File: config.mk
export PLATFORM = sky130hd
export DESIGN_NAME = mult_ctrl_unit
export DESIGN_NICKNAME = d
export VERILOG_FILES = /design/src/rtl/mult_ctrl_unit.sv
export SDC_FILE = /design/constraint.sdc
export NUM_CORES = 1
export LEC_CHECK = 0
export BUFFER_PORTS_ARGS = -buffer_cell sky130_fd_sc_hd__buf_2
export CAP_MARGIN = 10
export CORE_ASPECT_RATIO = 1.75
export CORE_MARGIN = 2
export CORE_UTILIZATION = 44
export CTS_BUF_LIST = sky130_fd_sc_hd__clkbuf_4 sky130_fd_sc_hd__clkbuf_8
export DETAILED_ROUTE_END_ITERATION = 10
export PLACE_DENSITY = 0.74
export SLEW_MARGIN = 20
export SYNTH_ARGS = -nofsm -noshare
export SYNTH_HDL_FRONTEND = slang
export SYNTH_SLANG_ARGS = --single-unit
File: constraint.sdc
create_clock -name clk -period 4.85 [get_ports clk]
set_input_delay 0.2425 -clock clk [delete_from_list [all_inputs] [get_ports clk]]
set_output_delay 0.2425 -clock clk [all_outputs]
set_load 0.005 [all_outputs]
File: src/rtl/mult_ctrl_unit.sv
// mult_ctrl_unit: sign-magnitude multiply sequencer driving an external shift-add datapath
module mult_ctrl_unit #(
    parameter int N_BITS     = 6,
    parameter int SETTLE_CYC = 2
) (
    input  logic              clk,
    input  logic              rst,
    input  logic              in_valid,
    output logic              in_ready,
    input  logic [N_BITS:0]   a_in,
    input  logic [N_BITS:0]   b_in,
    output logic              dp_start,
    output logic              dp_done,
    output logic [N_BITS:0]   dp_a,
    output logic [N_BITS:0]   dp_b,
    input  logic [2*N_BITS:0] dp_prod,
    output logic              out_valid,
    input  logic              out_ready,
    output logic [2*N_BITS:0] out_prod,
    output logic              busy
);
    localparam int CW = $clog2(N_BITS + SETTLE_CYC + 1);
    typedef enum logic [2:0] {IDLE, LOAD, RUN, SETTLE, HOLD} state_t;
    state_t              state;
    logic [CW-1:0]       cnt;
    logic                sign;
    logic [2*N_BITS-1:0] mag;
    logic                unused_prod_msb;
    assign mag             = dp_prod[2*N_BITS-1:0];
    assign unused_prod_msb = dp_prod[2*N_BITS];
    always_ff @(posedge clk) begin
        if (rst) begin
            state     <= IDLE;
            cnt       <= '0;
            sign      <= 1'b0;
            in_ready  <= 1'b1;
            busy      <= 1'b0;
            dp_start  <= 1'b0;
            dp_done   <= 1'b1;
            dp_a      <= '0;
            dp_b      <= '0;
            out_valid <= 1'b0;
            out_prod  <= '0;
        end else begin
            case (state)
                IDLE: if (in_valid) begin
                    dp_a     <= {1'b0, a_in[N_BITS-1:0]};
                    dp_b     <= {1'b0, b_in[N_BITS-1:0]};
                    sign     <= a_in[N_BITS] ^ b_in[N_BITS];
                    state    <= LOAD;
                    in_ready <= 1'b0;
                    busy     <= 1'b1;
                    dp_start <= 1'b1;
                    dp_done  <= 1'b0;
                end
                LOAD: begin
                    state    <= RUN;
                    dp_start <= 1'b0;
                    cnt      <= '0;
                end
                RUN: if (cnt == CW'(N_BITS - 1)) begin
                    state   <= SETTLE;
                    dp_done <= 1'b1;
                    cnt     <= '0;
                end else begin
                    cnt <= cnt + 1'b1;
                end
                // the sign is dropped for a zero magnitude so -0 never leaves the block
                SETTLE: if (cnt == CW'(SETTLE_CYC - 1)) begin
                    state     <= HOLD;
                    cnt       <= '0;
                    out_valid <= 1'b1;
                    out_prod  <= {sign && (mag != '0), mag};
                end else begin
                    cnt <= cnt + 1'b1;
                end
                HOLD: if (out_ready) begin
                    state     <= IDLE;
                    out_valid <= 1'b0;
                    in_ready  <= 1'b1;
                    busy      <= 1'b0;
                end
                default: state <= IDLE;
            endcase
        end
    end
endmodule

* Word-level counts from Yosys, hierarchy flattened *
Cells that the tools add are included.

word-level totals
  flip-flop bits (word level) = 38
  input bits = 31
  output and inout bits = 32
  logic and storage cells = 57

operators by class
  add/sub/neg operators = 1
  equality and inequality tests = 10
  multiplexer cells = 19
  bitwise gates (word level) = 1
  reductions and logical operators = 15

operators by type and width
  kind                                            number
  one-hot mux 3 bit (5 select lines)              1
  two-way mux 3 bit                               4
  one-hot mux 4 bit (3 select lines)              1
  nonzero test 12 bit                             1
  one-hot mux 1 bit (2 select lines)              5
  AND reduction 3 bit                             3
  two-way mux 4 bit                               2
  inequality test 2 bit (second input constant)   4
  nonzero test 2 bit                              4
  == test 3 x 2 -> 1 bit (second input constant)  2
  two-way mux 1 bit                               6
  AND reduction 2 bit                             3
  adder 4 x 1 -> 4 bit (second input constant)    1
  == test 4 x 1 -> 1 bit (second input constant)  1
  == test 4 x 3 -> 1 bit (second input constant)  1
  AND reduction 4 bit                             1
  == test 3 x 1 -> 1 bit (second input constant)  1
  == test 3 bit (second input constant)           1
  logical NOT 3 bit                               1
  nonzero test 3 bit                              1
  logical AND 1 bit                               1
  bitwise XOR 1 bit                               1

* Depth between registers and ports, before layout *
  depth after elaboration = 3
  gate-level depth with buffers = 8
  mapped depth without buffers = 6

* Worst setup path before layout *
Ideal clock, no wire load.

  path type = register to register
  start point = register cnt[0]
  end point = register out_prod[12]
  library setup time = 67 ps
  arrival = 1536 ps
  path slack = 3247 ps
  stages on the path, launching flop included = 7
  buffers on the path = 1
  clock period less this slack = 1603 ps
  cell sequence = dfxtp_1 > ha_1 > nand2b_4 > or3_1 > buf_6 > a311o_1 > a21oi_2

between the ends
  longest elaborated chain between the ends = 2

RTL lines
  item                                  RTL line  RTL
  from (decl)                           25        logic [CW-1:0] cnt;
  from (signal assigned)                66        cnt <= cnt + 1'b1;
  from (signal assigned)                75        cnt <= cnt + 1'b1;
  == test 4 x 1 -> 1 bit                69        SETTLE: if (cnt == CW'(SETTLE_CYC - 1)) begin
  AND reduction 2 bit (no source line)  --
  to (signal assigned)                  73        out_prod <= {sign && (mag != '0), mag};
  to (decl)                             19        output logic [2*N_BITS:0] out_prod,

No other way between the ends.
A chain may end at the register's enable or synchronous reset.

* Worst setup path in the final report *
Same ends and word-level chain as after synthesis.

==> out/metrics.csv <==
stage,metric,value,unit
detailed_routing,avgViaCountPerCell,4.99,
power,pwr_density_cell,316,nW/um^2
setup_path,path_depth_of_the_worst_reg2reg_path,5,
cts,cts_repair_resized_insts,0,
cts,clock_path_buffers,2,
timing,max_freq,496,MHz
cts,buffers_inserted_by_post_cts_timing_repair,0,
yosys,synth_flop_cell,sky130_fd_sc_hd__dfxtp_1,
global_route,largest_net_degree_at_the_start_of_global_routing,38,
global_route,vias_in_the_first_global_route,1231,
finish,final_standard_cell_count_with_taps_included_and_fillers_excluded,270,
finish,insertedDiodeCount,0,
finish,flow.area_growth_from_synthesis,23.2,%
cts,cts_inserted_buffers,5,
yosys,synthesis.yosys.warnings,0,
setup_path,r2r_setup_slack,2840,ps
setup_path,series_of_cell_instances_along_the_critical_path,ha_1 > nand2b_4 > or3_1 > a311o_1 > a21oi_2,
timing,layout_worst_path_cycle_share,0.415,
timing,max_slew_headroom,0.522,
finish,final_layout_size_suffix_gt1_frac,0.324,
detailed_routing,detailedRoute.firstPassIterationCount,4,
global_route,grt_pass1_wl,5350,um
placed_design,detailedPlacementHpwl,2490,um
cts,cts.clk_slew.worst_paths,70,ps
placed_design,placedCellCount,263,
global_route,antenna_violations_before_repair,0,
timing,fin_skew,2.92,ps
yosys,gate_count_of_the_mapped_netlist,170,
run_status,result_of_the_run,finished clean,
power,clock_power_share,0.329,
timing,finalWorstPathRequiredPeriod,2010,ps
placed_design,detailed_place.area,1830,um^2
worst_hold_path,worst_hold_path.num_cells,3,
timing,timing.final.hold_violations,0,
cts,cts_h_tree_depth,2,
worst_hold_path,worst_min_delay_path_category,input pin to register,
detailed_routing,avgRoutedWirePerCell,12.3,um
detailed_routing,drtAntennaViolNets,0,
timing,grt_setup_unrepaired,false,
die,initial_core_util,0.461,
power,intPower,0.455,mW
cts,cts.sink_count,38,
setup_path,critical_path_required_time,5060,ps
cts,cts.root.buffer_cell,sky130_fd_sc_hd__clkbuf_8,
setup_path,crit_path_max_incr_delay,660,ps
setup_path,crit_path_top_delay_cell,sky130_fd_sc_hd__or3_1,
power,power_frac_comb,0.116,
global_route,globalRouteOverflowTotal,0,
power,max-vdd-ir-drop,0.249,mV
placed_design,buffer_ports.inserted,59,
setup_path,critPathKind,register to register,
timing,tns,0,ps
power,power.static_leakage,0.936,nW
finish,layout.nets,258,
setup_path,cp_data_arrival_time,2230,ps
yosys,post_synth.cell_area_avg,9.12,um^2
setup_path,highest_fanout_seen_on_the_critical_path,15,
detailed_routing,drt-initial-drc-count,13,
die,fp.coreArea,3360,um^2
die,y_dimension_of_the_die,82.5,um
global_route,grtUsageTotal,0.174,
power,sw_frac_of_total,0.247,
detailed_routing,remaining_drc_errors,0,
yosys,synth_seq_area_share,0.491,
yosys,synth_async_sr_flop_share,0,
detailed_routing,vias,1348,
timing,setup-violations-final,0,
cts,cts_tree,built,
die,die-area,4030,um^2
die,number_of_top_level_pins,63,
power,net-switching-power,0.149,mW
timing,timing_worst_slew_pin_value,718,ps
yosys,synth.distinct_cells,38,
setup_path,critPathCaptureType,register,
finish,final_util,0.568,
die,die_width,48.9,um
yosys,number_of_enable_flip_flop_cells_after_synthesis,0,
detailed_routing,routed_wl,3330,um
cts,clk-insertion-delay-late,280,ps
yosys,synth.ff_latch_count,38,
placed_design,place.gp.congestion,0.872,
die,placement_rows,28,
job,cap_violations,0,
timing,slew_viol_final,0,
finish,final_design_area_no_fill,1910,um^2
setup_path,cp-start-kind,register,
cts,total_of_hold_buffers_inserted_after_clock_tree_synthesis,0,
yosys,mappedNetlistArea,1550,um^2
power,power_frac_seq,0.556,
-- layer usage --
layer	wire, um	GRT usage
met2	1850	0.332
met1	1280	0.174
met3	143	0.0432
met5	0	0
met4	51	0.0857
-- worst max-delay path, delay by kind of cell, from the launching register on --
kind            cells  cell delay (ps)
simple gates        2              750
compound gates      2              570
flops               1              400
fa+ha+maj           1              230
-- registers in the layout, summed over array words and instances, names as in the netlist --
name       flops
out_prod      13
dp_a           6
dp_b           6
cnt            4
state          3
busy           1
dp_done        1
dp_start       1
in_ready       1
out_valid      1
sign           1
-- worst paths after layout --
check,startpoint,endpoint
worst min-delay path,a_in[3],dp_a[3]$_SDFFE_PP0P_
worst max-delay path,cnt[0]$_SDFFE_PP0P_,out_prod[12]$_SDFFE_PP0P_
worst max register to register,cnt[0]$_SDFFE_PP0P_,out_prod[12]$_SDFFE_PP0P_
worst min register to register,in_ready$_SDFFE_PP1P_,in_ready$_SDFFE_PP1P_
-- cells in the mapped netlist, types with 2 or more instances --
library cell	count	area share
sky130_fd_sc_hd__dfxtp_1	38	0.49
sky130_fd_sc_hd__nand2_1	31	0.075
sky130_fd_sc_hd__nor2_1	16	0.039
sky130_fd_sc_hd__a21oi_1	15	0.048
sky130_fd_sc_hd__mux2i_1	12	0.077
sky130_fd_sc_hd__o21ai_0	6	0.019
sky130_fd_sc_hd__clkbuf_1	5	0.012
sky130_fd_sc_hd__buf_4	4	0.019
sky130_fd_sc_hd__nor3b_1	3	0.015
sky130_fd_sc_hd__nor4_1	3	0.012
sky130_fd_sc_hd__or3_1	3	0.012
sky130_fd_sc_hd__a211oi_1	2	0.0097
sky130_fd_sc_hd__a31oi_1	2	0.0081
sky130_fd_sc_hd__buf_2	2	0.0065
sky130_fd_sc_hd__buf_6	2	0.015
sky130_fd_sc_hd__ha_1	2	0.016
sky130_fd_sc_hd__inv_1	2	0.0048
sky130_fd_sc_hd__xnor2_1	2	0.011
-- placed cells by master, fill, tap and decap left out, types with 3 or more instances in the layout --
master                      n
sky130_fd_sc_hd__o21ai_0    6
sky130_fd_sc_hd__nor3b_1    3
sky130_fd_sc_hd__dfxtp_1   38
sky130_fd_sc_hd__nand2_1   31
sky130_fd_sc_hd__or3_1      3
sky130_fd_sc_hd__clkbuf_8   5
sky130_fd_sc_hd__a21oi_1   15
sky130_fd_sc_hd__mux2i_1   12
sky130_fd_sc_hd__nor2_1    16
sky130_fd_sc_hd__nor4_1     3
sky130_fd_sc_hd__buf_2     59
-- power groups by stage --
stage | logic, mW | clock network (mW) | registers [mW]
6_report | 0.0700 | 0.198 | 0.336
5_1_grt | 0.0792 | 0.217 | 0.338
4_1_cts | 0.0715 | 0.206 | 0.336
3_5_place_dp | 0.0712 | 0 | 0.343
3_3_place_gp | 0.0699 | 0 | 0.342
2_1_floorplan | 0.0439 | 0 | 0.340
-- stage by stage --
| step | power (mW) | hold slack, ps | worst slack, ps |
|---|---|---|---|
| after floorplan | 0.384 | 378 | 3250 |
| after global placement | 0.412 | 427 | 2870 |
| after detailed placement | 0.414 | 431 | 2830 |
| after CTS | 0.613 | 182 | 2810 |
| after global routing | 0.634 | 196 | 2700 |
| final | 0.604 | 191 | 2840 |
-- kinds of logic (layout without fill, tap and decap cells) --
kind of cell / count (synthesis) / count (layout) / synth area share
simple gates: 66 / 66 / 0.207
xor+xnor: 2 / 2 / 0.0113
mux: 13 / 13 / 0.0847
fa+ha+maj: 2 / 2 / 0.0161
compound gates: 33 / 33 / 0.130
flops: 38 / 38 / 0.491
buf+inv: 15 / 69 / 0.0573
other cells: 1 / 2 / 0.00242
-- final cells by class --
class                   count  area (um^2)
fillers                   345         1450
flip-flops and latches     38          761
multi-input cells         118          704
repair buffers             60          303
clock buffers               5         68.8
well taps                  45         56.3
clock inverters             2         10.0
inverters                   2         7.51
Note: power is estimated with default switching activity, not from simulation.
